File: config.mk
export PLATFORM = sky130hd
export DESIGN_NAME = shift_scheduler
export DESIGN_NICKNAME = d
export VERILOG_FILES = /design/src/rtl/shift_scheduler.sv
export SDC_FILE = /design/constraint.sdc
export NUM_CORES = 1
export LEC_CHECK = 0
export ABC_CLOCK_PERIOD_IN_PS = 2440
export CORE_MARGIN = 10
export CORE_UTILIZATION = 43
export CTS_BUF_LIST = sky130_fd_sc_hd__clkbuf_16
export CTS_CLUSTER_SIZE = 30
export DETAILED_ROUTE_END_ITERATION = 8
export PLACE_DENSITY = 0.75
export SETUP_SLACK_MARGIN = 0.4
export SYNTH_ARGS = -nofsm -noshare
export SYNTH_HDL_FRONTEND = slang
export SYNTH_HIERARCHICAL = 1
export SYNTH_SLANG_ARGS = --single-unit
export TNS_END_PERCENT = 30
File: constraint.sdc
create_clock -name clk -period 2.44 [get_ports clk]
set_clock_uncertainty 0.2 [all_clocks]
set_input_delay 0.488 -clock clk [delete_from_list [all_inputs] [get_ports clk]]
set_output_delay 0.488 -clock clk [all_outputs]
set_load 0.01 [all_outputs]
File: src/rtl/shift_scheduler.sv
// ---------------------------------------------------------------------------
// shift_scheduler
//   Shares one 8-bit barrel shifter (max 7 per pass) between two requesters.
//   Each accepted op carries a 5-bit amount (0..31) and is executed as a
//   sequence of shifter passes. The result goes out on a registered
//   valid/ready response port tagged with the issuing requester id.
//
// Handshake rule (request and response ports alike): a transfer happens on
// a rising clk edge where valid and ready are both high. Request-side valid
// may be raised at any time. The response holds rsp_valid, rsp_data and
// rsp_id stable until it is taken.
//
// Ports
//   clk, rst_n                  clock, asynchronous active-low reset
//   req0_valid/ready/data/amount requester 0 op (data 8b, amount 5b)
//   req1_valid/ready/data/amount requester 1 op
//   rsp_valid/ready/data/id     result port (data 8b, id = requester)
//   busy                        high while an op is in SHIFT or RESP
//   dbg_state_o                 current FSM state (0 IDLE, 1 SHIFT, 2 RESP)
// ---------------------------------------------------------------------------

// Single-pass 8-bit shifter. shifterMode: 0 LSL, 1 ROL, 2 LSR, 3 ASR, 4 ROR.
module Shifter_8_bit #(
  parameter int shifterMode = 0
) (
  input  logic [7:0] data_i,
  input  logic [2:0] amount_i,
  output logic [7:0] result_o
);
  logic [3:0] inv_amount;

  // A shift by 8 moves everything out, so amount 0 rotates cleanly.
  assign inv_amount = 4'd8 - {1'b0, amount_i};

  always_comb begin
    case (shifterMode)
      0:       result_o = data_i << amount_i;
      1:       result_o = (data_i << amount_i) | (data_i >> inv_amount);
      2:       result_o = data_i >> amount_i;
      3:       result_o = $unsigned($signed(data_i) >>> amount_i);
      4:       result_o = (data_i >> amount_i) | (data_i << inv_amount);
      default: result_o = data_i;
    endcase
  end
endmodule

module shift_scheduler #(
  parameter int SHIFTER_MODE = 0
) (
  input  logic       clk,
  input  logic       rst_n,
  input  logic       req0_valid,
  output logic       req0_ready,
  input  logic [7:0] req0_data,
  input  logic [4:0] req0_amount,
  input  logic       req1_valid,
  output logic       req1_ready,
  input  logic [7:0] req1_data,
  input  logic [4:0] req1_amount,
  output logic       rsp_valid,
  input  logic       rsp_ready,
  output logic [7:0] rsp_data,
  output logic       rsp_id,
  output logic       busy,
  output logic [1:0] dbg_state_o
);
  typedef enum logic [1:0] {
    IDLE  = 2'd0,
    SHIFT = 2'd1,
    RESP  = 2'd2
  } state_e;

  // Rotations repeat every 8, so only amount[2:0] matters for them.
  localparam logic [4:0] AMOUNT_MASK =
    ((SHIFTER_MODE == 1) || (SHIFTER_MODE == 4)) ? 5'b00111 : 5'b11111;

  state_e     state_q, state_d;
  logic       ptr_q, ptr_d;
  logic [7:0] work_q, work_d;
  logic [4:0] rem_q, rem_d;
  logic       id_q, id_d;
  logic       rsp_valid_q, rsp_valid_d;
  logic [7:0] rsp_data_q, rsp_data_d;
  logic       rsp_id_q, rsp_id_d;

  logic       any_valid;
  logic       grant;
  logic [7:0] grant_data;
  logic [4:0] grant_amount;
  logic [4:0] accept_rem;
  logic [2:0] step;
  logic [4:0] rem_after;
  logic [7:0] shift_res;

  // Round-robin: the pointer only breaks ties, a lone requester always wins.
  assign any_valid    = req0_valid | req1_valid;
  assign grant        = (req0_valid && req1_valid) ? ptr_q : req1_valid;
  assign grant_data   = grant ? req1_data : req0_data;
  assign grant_amount = grant ? req1_amount : req0_amount;
  assign accept_rem   = grant_amount & AMOUNT_MASK;

  // rst_n gates the readies so nothing looks accepted while reset is held.
  assign req0_ready = rst_n && (state_q == IDLE) && any_valid && !grant;
  assign req1_ready = rst_n && (state_q == IDLE) && any_valid && grant;

  assign step      = (rem_q > 5'd7) ? 3'd7 : rem_q[2:0];
  assign rem_after = rem_q - {2'b00, step};

  Shifter_8_bit #(
    .shifterMode(SHIFTER_MODE)
  ) u_shifter (
    .data_i  (work_q),
    .amount_i(step),
    .result_o(shift_res)
  );

  always_comb begin
    state_d     = state_q;
    ptr_d       = ptr_q;
    work_d      = work_q;
    rem_d       = rem_q;
    id_d        = id_q;
    rsp_valid_d = rsp_valid_q;
    rsp_data_d  = rsp_data_q;
    rsp_id_d    = rsp_id_q;
    case (state_q)
      IDLE: begin
        if (any_valid) begin
          work_d = grant_data;
          id_d   = grant;
          rem_d  = accept_rem;
          if (accept_rem != 5'd0) begin
            state_d = SHIFT;
          end else begin
            // Nothing to shift: present the operand unchanged next cycle.
            state_d     = RESP;
            rsp_valid_d = 1'b1;
            rsp_data_d  = grant_data;
            rsp_id_d    = grant;
          end
        end
      end
      SHIFT: begin
        work_d = shift_res;
        rem_d  = rem_after;
        if (rem_after == 5'd0) begin
          state_d     = RESP;
          rsp_valid_d = 1'b1;
          rsp_data_d  = shift_res;
          rsp_id_d    = id_q;
        end
      end
      RESP: begin
        if (rsp_ready) begin
          rsp_valid_d = 1'b0;
          state_d     = IDLE;
          ptr_d       = ~id_q;
        end
      end
      default: state_d = IDLE;
    endcase
  end

  always_ff @(posedge clk or negedge rst_n) begin
    if (!rst_n) begin
      state_q     <= IDLE;
      ptr_q       <= 1'b0;
      work_q      <= 8'h00;
      rem_q       <= 5'd0;
      id_q        <= 1'b0;
      rsp_valid_q <= 1'b0;
      rsp_data_q  <= 8'h00;
      rsp_id_q    <= 1'b0;
    end else begin
      state_q     <= state_d;
      ptr_q       <= ptr_d;
      work_q      <= work_d;
      rem_q       <= rem_d;
      id_q        <= id_d;
      rsp_valid_q <= rsp_valid_d;
      rsp_data_q  <= rsp_data_d;
      rsp_id_q    <= rsp_id_d;
    end
  end

  assign rsp_valid   = rsp_valid_q;
  assign rsp_data    = rsp_data_q;
  assign rsp_id      = rsp_id_q;
  assign busy        = (state_q != IDLE);
  assign dbg_state_o = state_q;
endmodule

==> results.toml <==
[critical_path]
endpoint_kind = "register"
crit_top_cell = "mux2_4"
crit_family = "multiplexers"
worst-r2r-setup-slack_ps = 80
crit_chain = "or3_4, mux2_4, mux4_2, nand2_2, o21ai_2, mux2_4"
cp.arrival_ps = 2320
max_stage_delay_ps = 470
critPathKind = "register to register"
crit_path_max_fanout = 5
crit_buf_inv = 0
worstSetupStartpointType = "register"
slowest_stage = "mux4_2"
critPathRequiredTime_ps = 2390

[synth]
synth_top_family_by_area = "multiplexers"
async_reset_ff_share_pct = 100.0
synth.avg_cell_area_um2 = 9.953
netlist_area_mm2 = 0.001752
yosysSeqAreaShare_pct = 38.57
synth_mux_area_share_pct = 27.07
synthAdderAreaFrac_pct = 0.7143
ys_warn_count = 6
synth_compound_area_share_pct = 14.93
yosys.area_share.xor_xnor_pct = 0.5000
synth_nets = 208
synth_flop_cell = "dfrtp_1"
netlist_instances = 176
yosys.area_share.simple_pct = 14.14
ys_types = 39
synth-edff-count = 0
ys_ff_latch = 27

[timing]
report.final.setup_viol = 0
report.final.hold_viol_count = 0
maxSlewViolCount = 0
timing.final.crit_period_ps = 2362
tightest_slew_ps = 1033
rsz0062_at_grt = "true"
fin_ws_ps = 77.75
fin_tns_setup_ps = 0
relSlewSlack_pct = 30.86
fmax_mhz = 423.3
fin_crit_sh_pct = 96.81

[clock_network]
cts_sinks = 27
cts_hold_buf = 0
insertion_delay_ps = 270
h-tree-depth = 1
cts_inserted_buffers = 3
cts_tree = "yes"
clk_path_buf_depth = 2
root_buffer = "clkbuf_16"
path_clk_slew_ps = 70

[power]
total_power_w = 0.003480
ir_drop_uv = 609.6
pwr_density_cell_mw_per_mm2 = 1216
leakage_nw = 1.296

[final_layout]
post-route-util_pct = 72.09
area_growth_pct = 63.43
layout_common_cells = "clkdlybuf4s50_1, buf_4, dfrtp_1, mux2_2, nand2_1"
drive_gt1_share_pct = 40.93
n_antenna_cell = 0
fin_cells = 309
mostFrequentLayoutCell = "clkdlybuf4s50_1"
fin_nets = 292
nFillCells = 259

[global_route]
grt_pass1_vias = 1847
grt-ovfl-total = 0
grt_max_degree = 28
antenna_found_initial = 0
grt_pass1_wl_um = 9494
gr-usage-all-layers_pct = 16.24

[place]
place_congestion = 0.9092
dp_slack_ps = -350.6
dp_cells = 284
port_buffers = 45
dpl.hpwl_um = 3855

[die]
die_area_mm2 = 0.007027
start_util_pct = 44.11
fp.dieH_um = 83.83
core_area_mm2 = 0.003971
rows = 23
ios = 46
die_w_um = 83.83

[drt]
wl_per_cell_um = 18.91
first_pass_iters = 4
drt_iter0_markers = 104
via_per_inst = 5.589
wirelength_um = 5842
ant_nets = 0
vias = 1727
post-route-drc-count = 0

[run_status]
status = "finished, final reports clean"

[hold_path]
hold_class = "register to register"

[flow_run]
drv_cap = 0
-- through the flow --
stage	hold slack (ps)	area [um^2]
after global placement	285.5	2421
after CTS	306.6	2830
after global routing	319.1	2863
after floorplan	-7.591	1779
after detailed placement	279.6	2421
final	306.6	2863
-- logic make-up (layout without fill, tap and decap cells) --
| kind of cell | after synthesis | count (layout) |
|---|---|---|
| compound gates | 40 | 41 |
| xor+xnor | 1 | 1 |
| fa+ha+maj | 1 | 1 |
| buf+inv | 16 | 98 |
| flops | 27 | 27 |
| mux | 41 | 41 |
| simple gates | 50 | 50 |
-- timing repair --
item,CTS,global route
cloned,1,0
gates resized for setup,63,8
buffers inserted,18,2
pin swaps,19,5
endpoints found under the setup margin,27,27
-- where the power goes --
group / switching (W) / internal (W)
clock network: 0.000168 / 0.000223
registers: 0.000182 / 0.000645
logic: 0.000968 / 0.00129
-- registers in the layout (all words and copies together), names as in the netlist --
signal / cells
ptr_q: 1
rsp_valid: 1
dbg_state_o: 2
rsp_id: 1
id_q: 1
work_q: 8
rsp_data: 8
rem_q: 5
-- area by class of cell --
type	instances	area, um^2	area share [%]
multi-input combinational	134	1176	41.08
clock inverter	1	7.507	0.2622
clock buffer	3	75.07	2.622
tap	50	62.56	2.185
inverter	8	30.03	1.049
sequential	27	675.6	23.60
timing repair buffer	86	835.8	29.20
-- routing by layer --
| layer | GRT usage, % | vias to the layer above | routed length (um) |
|---|---|---|---|
| met5 | 0 | - | 0 |
| met4 | 5.327 | 0 | 119 |
| met3 | 2.539 | 14 | 284 |
| met2 | 29.97 | 60 | 3070 |
| met1 | 18.32 | 845 | 2367 |
| li1 | - | 808 | - |
-- synthesized netlist by cell type, types with 3 or more instances --
cell type  count  area share, %
or3_1          3            1.1
o22ai_1        4            1.4
mux2i_1       14            8.0
nand3_1        5            1.4
dfrtp_1       27             39
inv_1          8            1.7
nand2_1       17            3.6
mux2_2        21             14
a21oi_1        4            1.1
or2_2          5            1.8
nor2_1         9            1.9
o21ai_0       18            5.1
clkbuf_1       4           0.86
buf_2          3           0.86
-- path summary, 6_finish.rpt --
path / depth (start not counted) / to / from
max in group asynchronous: 2 / work_q[1]$_DFFE_PN0P_ / rst_n
min in group asynchronous: 2 / id_q$_DFFE_PN0P_ / rst_n
hold / removal: 1 / rsp_valid$_DFFE_PN0P_ / rsp_valid$_DFFE_PN0P_
setup / recovery: 6 / rsp_data[7]$_DFFE_PN0P_ / rem_q[2]$_DFFE_PN0P_
hold reg to reg: 1 / rsp_valid$_DFFE_PN0P_ / rsp_valid$_DFFE_PN0P_
setup reg to reg: 6 / rsp_data[7]$_DFFE_PN0P_ / rem_q[2]$_DFFE_PN0P_
Power figures use the tool's default switching activity.
==> edit 1: new RTL, same flow settings <==
Put one more register stage on the output `dbg_state_o`, with the module's reset. The value now appears one clock later. The other outputs are not delayed to match.
--- a/src/rtl/shift_scheduler.sv
+++ b/src/rtl/shift_scheduler.sv
@@ -187,6 +187,12 @@
   assign rsp_data    = rsp_data_q;
   assign rsp_id      = rsp_id_q;
   assign busy        = (state_q != IDLE);
-  assign dbg_state_o = state_q;
+  always_ff @(posedge clk or negedge rst_n) begin
+    if (!rst_n) begin
+      dbg_state_o <= '0;
+    end else begin
+      dbg_state_o <= state_q;
+    end
+  end
 endmodule
 
Formal check against the unedited RTL: not equivalent (Yosys sat finds a counterexample within 4 cycles, from zero or initial values and one cycle with rst_n low).
==> edit 1 against the original RTL <==
  * Synthesized area up 2.9%
  * Cell count fell by 0.97%
  * Design area is 1.9% lower
  * Critical path depth unchanged
  * Maximum frequency increased by 0.16%
  * Setup slack gained 3.8 ps
  * Sequential cell count rose by 2
  * Routed wire length shrank 5.6%
  * Die area up 2.2%
  * Total power fell by 2.8%
  * Core utilization down 2.4 points
  * Sequential power increased by 4.2%
  * Critical path type unchanged
  * Critical endpoint is now work_q[7]$_DFFE_PN0P_
  * Largest cell class unchanged
  * Largest power group unchanged
==> edit 1: results (changes against the original RTL) <==
placement:
  dpl.hpwl_mm: 3.613  # -6.3%
  place_inst: 284  # unchanged
  port-buffer-count: 45  # unchanged
  dp_slack_ps: -285.3  # +65.30 ps
  gp_congestion: 0.8660  # -4.8%
synth:
  yosys-top-cells-count: "dfrtp_1 (29), mux2_2 (21), o21ai_0 (18), nand2_1 (17), mux2i_1 (14)"
  netlist_instances: 178  # +1.1%
  yosysWarnings: 6  # unchanged
  synth.distinct_cells: 39  # unchanged
  synth_area_leaders: "dfrtp_1 (40%), mux2_2 (13%), mux2i_1 (7.8%)"
  synthArstFlopShare_pct: 100.0  # unchanged
  synth_nets: 210  # +0.96%
  synthFlopType: "dfrtp_1"
  ys_seq_area_share_pct: 40.28  # +1.7 points
setup_path:
  rr_worst_depth: 6  # unchanged
  worstPathArrival_ps: 2310
  worstSetupPathType: "flip-flop to flip-flop"
  r2r_start: "rem_q[3]$_DFFE_PN0P_"
  critPathMaxFanout: 5  # unchanged
  timing.rr.end: "work_q[7]$_DFFE_PN0P_"
sta:
  max_slew_margin_pct: 56.28  # +25 points
  fin_crit_sh_pct: 96.66  # -0.16 points
  hold_violations: 0  # unchanged
clock_tree:
  cts-root-buf: "clkbuf_16"
  clk_latency_ps: 280
  cts_buffers: 5  # +2
  htreeDepth: 2  # +1
  clk_pin_slew_ps: 50  # -20 ps
finish:
  diodes: 0  # unchanged
  nets: 287  # -1.7%
  stdcell_count: 306  # -0.97%
  drive_gt1_share_pct: 37.89  # -3.0 points
global_routing:
  track_usage_pct: 15.05  # -1.2 points
  grt_pass1_wl_mm: 8.970  # -5.5%
  antenna_found_initial: 0  # unchanged
  grt_use_met1_pct: 19.03  # +0.71 points
  grt_use_met2_pct: 24.43  # -5.5 points
  grt_pass1_vias: 1776  # -3.8%
  grt_max_degree: 30  # +7.1%
  grt_util_met3_pct: 3.865  # +1.3 points
power:
  peakVddDrop_mv: 0.6889  # +13%
  leakage_nw: 1.277  # -1.4%
  internal_power_mw: 2.124  # -1.7%
status:
  status: "complete, no violations"
routing:
  first_pass_iters: 4  # unchanged
  vias_per_cell: 5.559  # -0.54%
  wl_mm: 5.513  # -5.6%
  drt_iter0_markers: 110  # +5.8%
[edit 1: worst min path at each step]
stage                                       from  depth (start not counted)                       end
after global routing       rsp_valid$_DFFE_PN0P_                          1     rsp_valid$_DFFE_PN0P_
after detailed placement   rsp_valid$_DFFE_PN0P_                          1     rsp_valid$_DFFE_PN0P_
after CTS                  rsp_valid$_DFFE_PN0P_                          1     rsp_valid$_DFFE_PN0P_
after global placement    state_q[1]$_DFFE_PN0P_                          1  dbg_state_o[1]$_DFF_PN0_
after floorplan                            rst_n                          0  dbg_state_o[0]$_DFF_PN0_
final                      rsp_valid$_DFFE_PN0P_                          1     rsp_valid$_DFFE_PN0P_
[edit 1: power groups by stage]
stage	logic [mW]	registers, mW	clock network (mW)
2_1_floorplan	0.945	0.874	0
3_3_place_gp	1.57	0.842	0
3_5_place_dp	1.60	0.846	0
4_1_cts	1.78	0.849	0.594
5_1_grt	2.08	0.890	0.623
6_report	1.93	0.862	0.587
[edit 1: cell families (layout without fill, tap and decap cells)]
| kind of cell | after synthesis | after routing | synth area share [%] |
|---|---|---|---|
| simple gates | 50 | 50 | 13.75 |
| mux | 41 | 41 | 26.32 |
| compound gates | 40 | 41 | 14.51 |
| flops | 29 | 29 | 40.28 |
| buf+inv | 16 | 93 | 3.958 |
| fa+ha+maj | 1 | 1 | 0.6943 |
| xor+xnor | 1 | 1 | 0.4862 |
[edit 1: what timing repair did]
action / in CTS / in global routing
hold endpoints to repair: 0 / 0
endpoints found under the setup margin: 27 / 26
buffers inserted: 10 / 3
gates resized for setup: 41 / 18
cloned: 1 / 0
pin swaps: 10 / 5
[edit 1: layout make-up]
type / count / area, µm²
sequential: 29 / 725.7
multi-input combinational: 134 / 1155
inverter: 8 / 30.03
clock buffer: 5 / 125.1
tap: 50 / 62.56
fill: 298 / 1220
clock inverter: 3 / 17.52
timing repair buffer: 77 / 693.2
[edit 1: through the flow]
stage | total power [mW] | cell area (µm²) | hold WS (ps) | utilization, %
global placement | 2.414 | 2422 | 281.9 | 60.12
global route | 3.592 | 2809 | 318.0 | 69.72
detailed placement | 2.444 | 2422 | 286.3 | 60.12
finish | 3.383 | 2809 | 295.9 | 69.72
CTS | 3.225 | 2728 | 301.2 | 67.70
floorplan | 1.819 | 1808 | -7.591 | -
[edit 1: per-layer routing]
metal | vias to the layer above | routed length (µm)
met2 | 61 | 2707
met5 | - | 0
met3 | 9 | 264
met1 | 830 | 2463
li1 | 801 | -
met4 | 0 | 78
[edit 1: critical path: stages, from the launching register on]
cell and delay, ps:
dfrtp_1 380, or3_4 440, mux2_4 330, mux4_2 470, nand2_2 80, o21ai_2 70
mux2_4 270
==> edit 2: new RTL, config.mk and constraints unchanged <==
Made on the original files. The parameter `SHIFTER_MODE` goes from 0 to 1.
--- a/src/rtl/shift_scheduler.sv
+++ b/src/rtl/shift_scheduler.sv
@@ -45,7 +45,7 @@
 endmodule
 
 module shift_scheduler #(
-  parameter int SHIFTER_MODE = 0
+  parameter int SHIFTER_MODE = 1
 ) (
   input  logic       clk,
   input  logic       rst_n,
Function: changed (a bounded check fails within 4 cycles, from zero or initial values and one cycle with rst_n low).
==> edit 2 against the original RTL <==
  * The flow now finishes with violations (setup timing)
  * Synthesized area rose by 14%
  * Setup slack got worse by 140 ps
  * Maximum frequency fell by 5.7%
  * Sequential cell count did not move
  * Design area rose by 1.4%
  * Global-route usage fell by 0.27 points
  * Non-clock buffer count fell by 7
  * Total power rose by 54%
  * Largest power group unchanged
  * Count of clock-buffer cells in the layout did not move
  * Hold slack got worse by 8.9 ps
  * Core utilization fell by 6.7 points
  * Routed wire length rose by 5.5%
  * Critical endpoint is now rsp_data[5]$_DFFE_PN0P_
  * First-iteration DRC count rose by 48%
==> edit 2: results (changes against the original RTL) <==
placement:
  dpl.hpwl_mm: 4.528  # +17%
  place_inst: 342  # +20%
  detailed_place.area_um2: 2690  # +11%
  dp_slack_ps: -322.2  # +28.45 ps
  port-buffer-count: 41  # -8.9%
  gp_congestion: 0.8953  # -1.5%
finish:
  nets: 332  # +14%
  diodes: 0  # unchanged
  drive_gt1_share_pct: 28.52  # -12 points
  fillers: 363  # +40%
  stdcell_count: 350  # +13%
global_routing:
  grt_use_met1_pct: 19.99  # +1.7 points
  grt_pass1_wl_mm: 10.11  # +6.5%
  grt_max_degree: 28  # unchanged
  antenna_found_initial: 0  # unchanged
  grt_util_met3_pct: 4.688  # +2.1 points
  grt_pass1_vias: 2082  # +13%
  track_usage_pct: 15.97  # -0.27 points
  grt_use_met2_pct: 26.39  # -3.6 points
setup_path:
  cp_slowest_cell: "or3_4"
  critPathMaxFanout: 6  # +1
  worstPathArrival_ps: 2460  # +140 ps
  cp_top_family: "compound AO/OA/AOI/OAI gates"
  crit_path_max_incr_delay_ps: 430  # -40 ps
synth:
  synth_area_leaders: "dfrtp_1 (34%), o21ai_0 (7.3%), mux2i_1 (6.0%)"
  ys_seq_area_share_pct: 33.77  # -4.8 points
  synthFlopType: "dfrtp_1"
  synth_nets: 263  # +26%
  synthArstFlopShare_pct: 100.0  # unchanged
  yosys-top-cells-count: "nand2_1 (32), o21ai_0 (29), dfrtp_1 (27), mux2i_1 (12), nor2_1 (12)"
  synth.distinct_cells: 47  # +21%
  netlist_instances: 230  # +31%
routing:
  drt-wirelength-per-cell_um: 17.61  # -6.8%
  wl_met1_mm: 2.607  # +10%
  vias_per_cell: 5.860  # +4.8%
  wl_met2_mm: 3.030  # -1.3%
  drt_iter0_markers: 154  # +48%
  first_pass_iters: 4  # unchanged
  routed-wl-met3_um: 468  # +65%
sta:
  fin_ws_ps: -65.74  # -143.5 ps
  final-setup-viol-count: 8  # +8
  max_slew_margin_pct: 62.74  # +32 points
  finalSetupTns_ps: -241.7  # -241.7 ps
clock_tree:
  cts_buffers: 3  # unchanged
  post_cts_buffers: 4  # -14
  cts_tree: "yes"
  htreeDepth: 1  # unchanged
  clk_latency_ps: 260
  cts_resized: 47  # -25%
  cts_buffer_depth: 2  # unchanged
power:
  pwr_density_cell_nw_per_um2: 1848  # +52%
  leakage_nw: 1.279  # -1.3%
  peakVddDrop_mv: 0.8937  # +47%
status:
  status: "finished with violations"
  violations: "setup timing"
hold_path:
  hold_path_class: "input pin to asynchronous set/reset pin"
## edit 2: cell types whose count changed after synthesis, moves of 4 or more
cell / before / now
a21o_1: 1 / 8
a22o_1: 0 / 8
a31oi_1: 0 / 9
mux2_2: 21 / 2
nand2_1: 17 / 32
nand2b_1: 0 / 4
o21ai_0: 18 / 29
## edit 2: cell type report
cell class              count  area share, %
flip-flops and latches     27          23.27
well taps                  52          2.240
multi-input cells         180          45.84
clock buffers               3          2.585
inverters                   8          1.379
clock inverters             1         0.1293
repair buffers             79          24.56
## edit 2: final timing paths
kind                                      start                 endpoint  slack, ps  depth (start not counted)
max                        rem_q[4]$_DFFE_PN0P_  rsp_data[5]$_DFFE_PN0P_        -70                          9
min in group clk               id_q$_DFFE_PN0P_        ptr_q$_DFFE_PN0P_        300                          1
max in group asynchronous                 rst_n     rem_q[3]$_DFFE_PN0P_       1480                          2
min                                       rst_n  rsp_data[1]$_DFFE_PN0P_        300                          2
max reg2reg                rem_q[4]$_DFFE_PN0P_  rsp_data[5]$_DFFE_PN0P_        -70                          9
min reg2reg                    id_q$_DFFE_PN0P_        ptr_q$_DFFE_PN0P_        300                          1
## edit 2: power by group
group          internal (mW)  switching, mW  leakage, nW
combinational           2.08           2.01        0.906
sequential             0.673          0.232        0.330
clock                  0.220          0.153       0.0423
## edit 2: cell families (layout without fill, tap and decap cells)
group / Yosys count / count (layout) / share of synthesized area (%)
and+or+nand+nor: 79 / 79 / 19.64
xor gates and xnor gates: 1 / 1 / 0.4379
AOI/OAI and AO/OA: 77 / 77 / 24.33
adders and majority gates: 2 / 2 / 1.251
buffers and inverters: 23 / 91 / 6.316
DFF: 27 / 27 / 33.77
muxes: 21 / 21 / 14.26
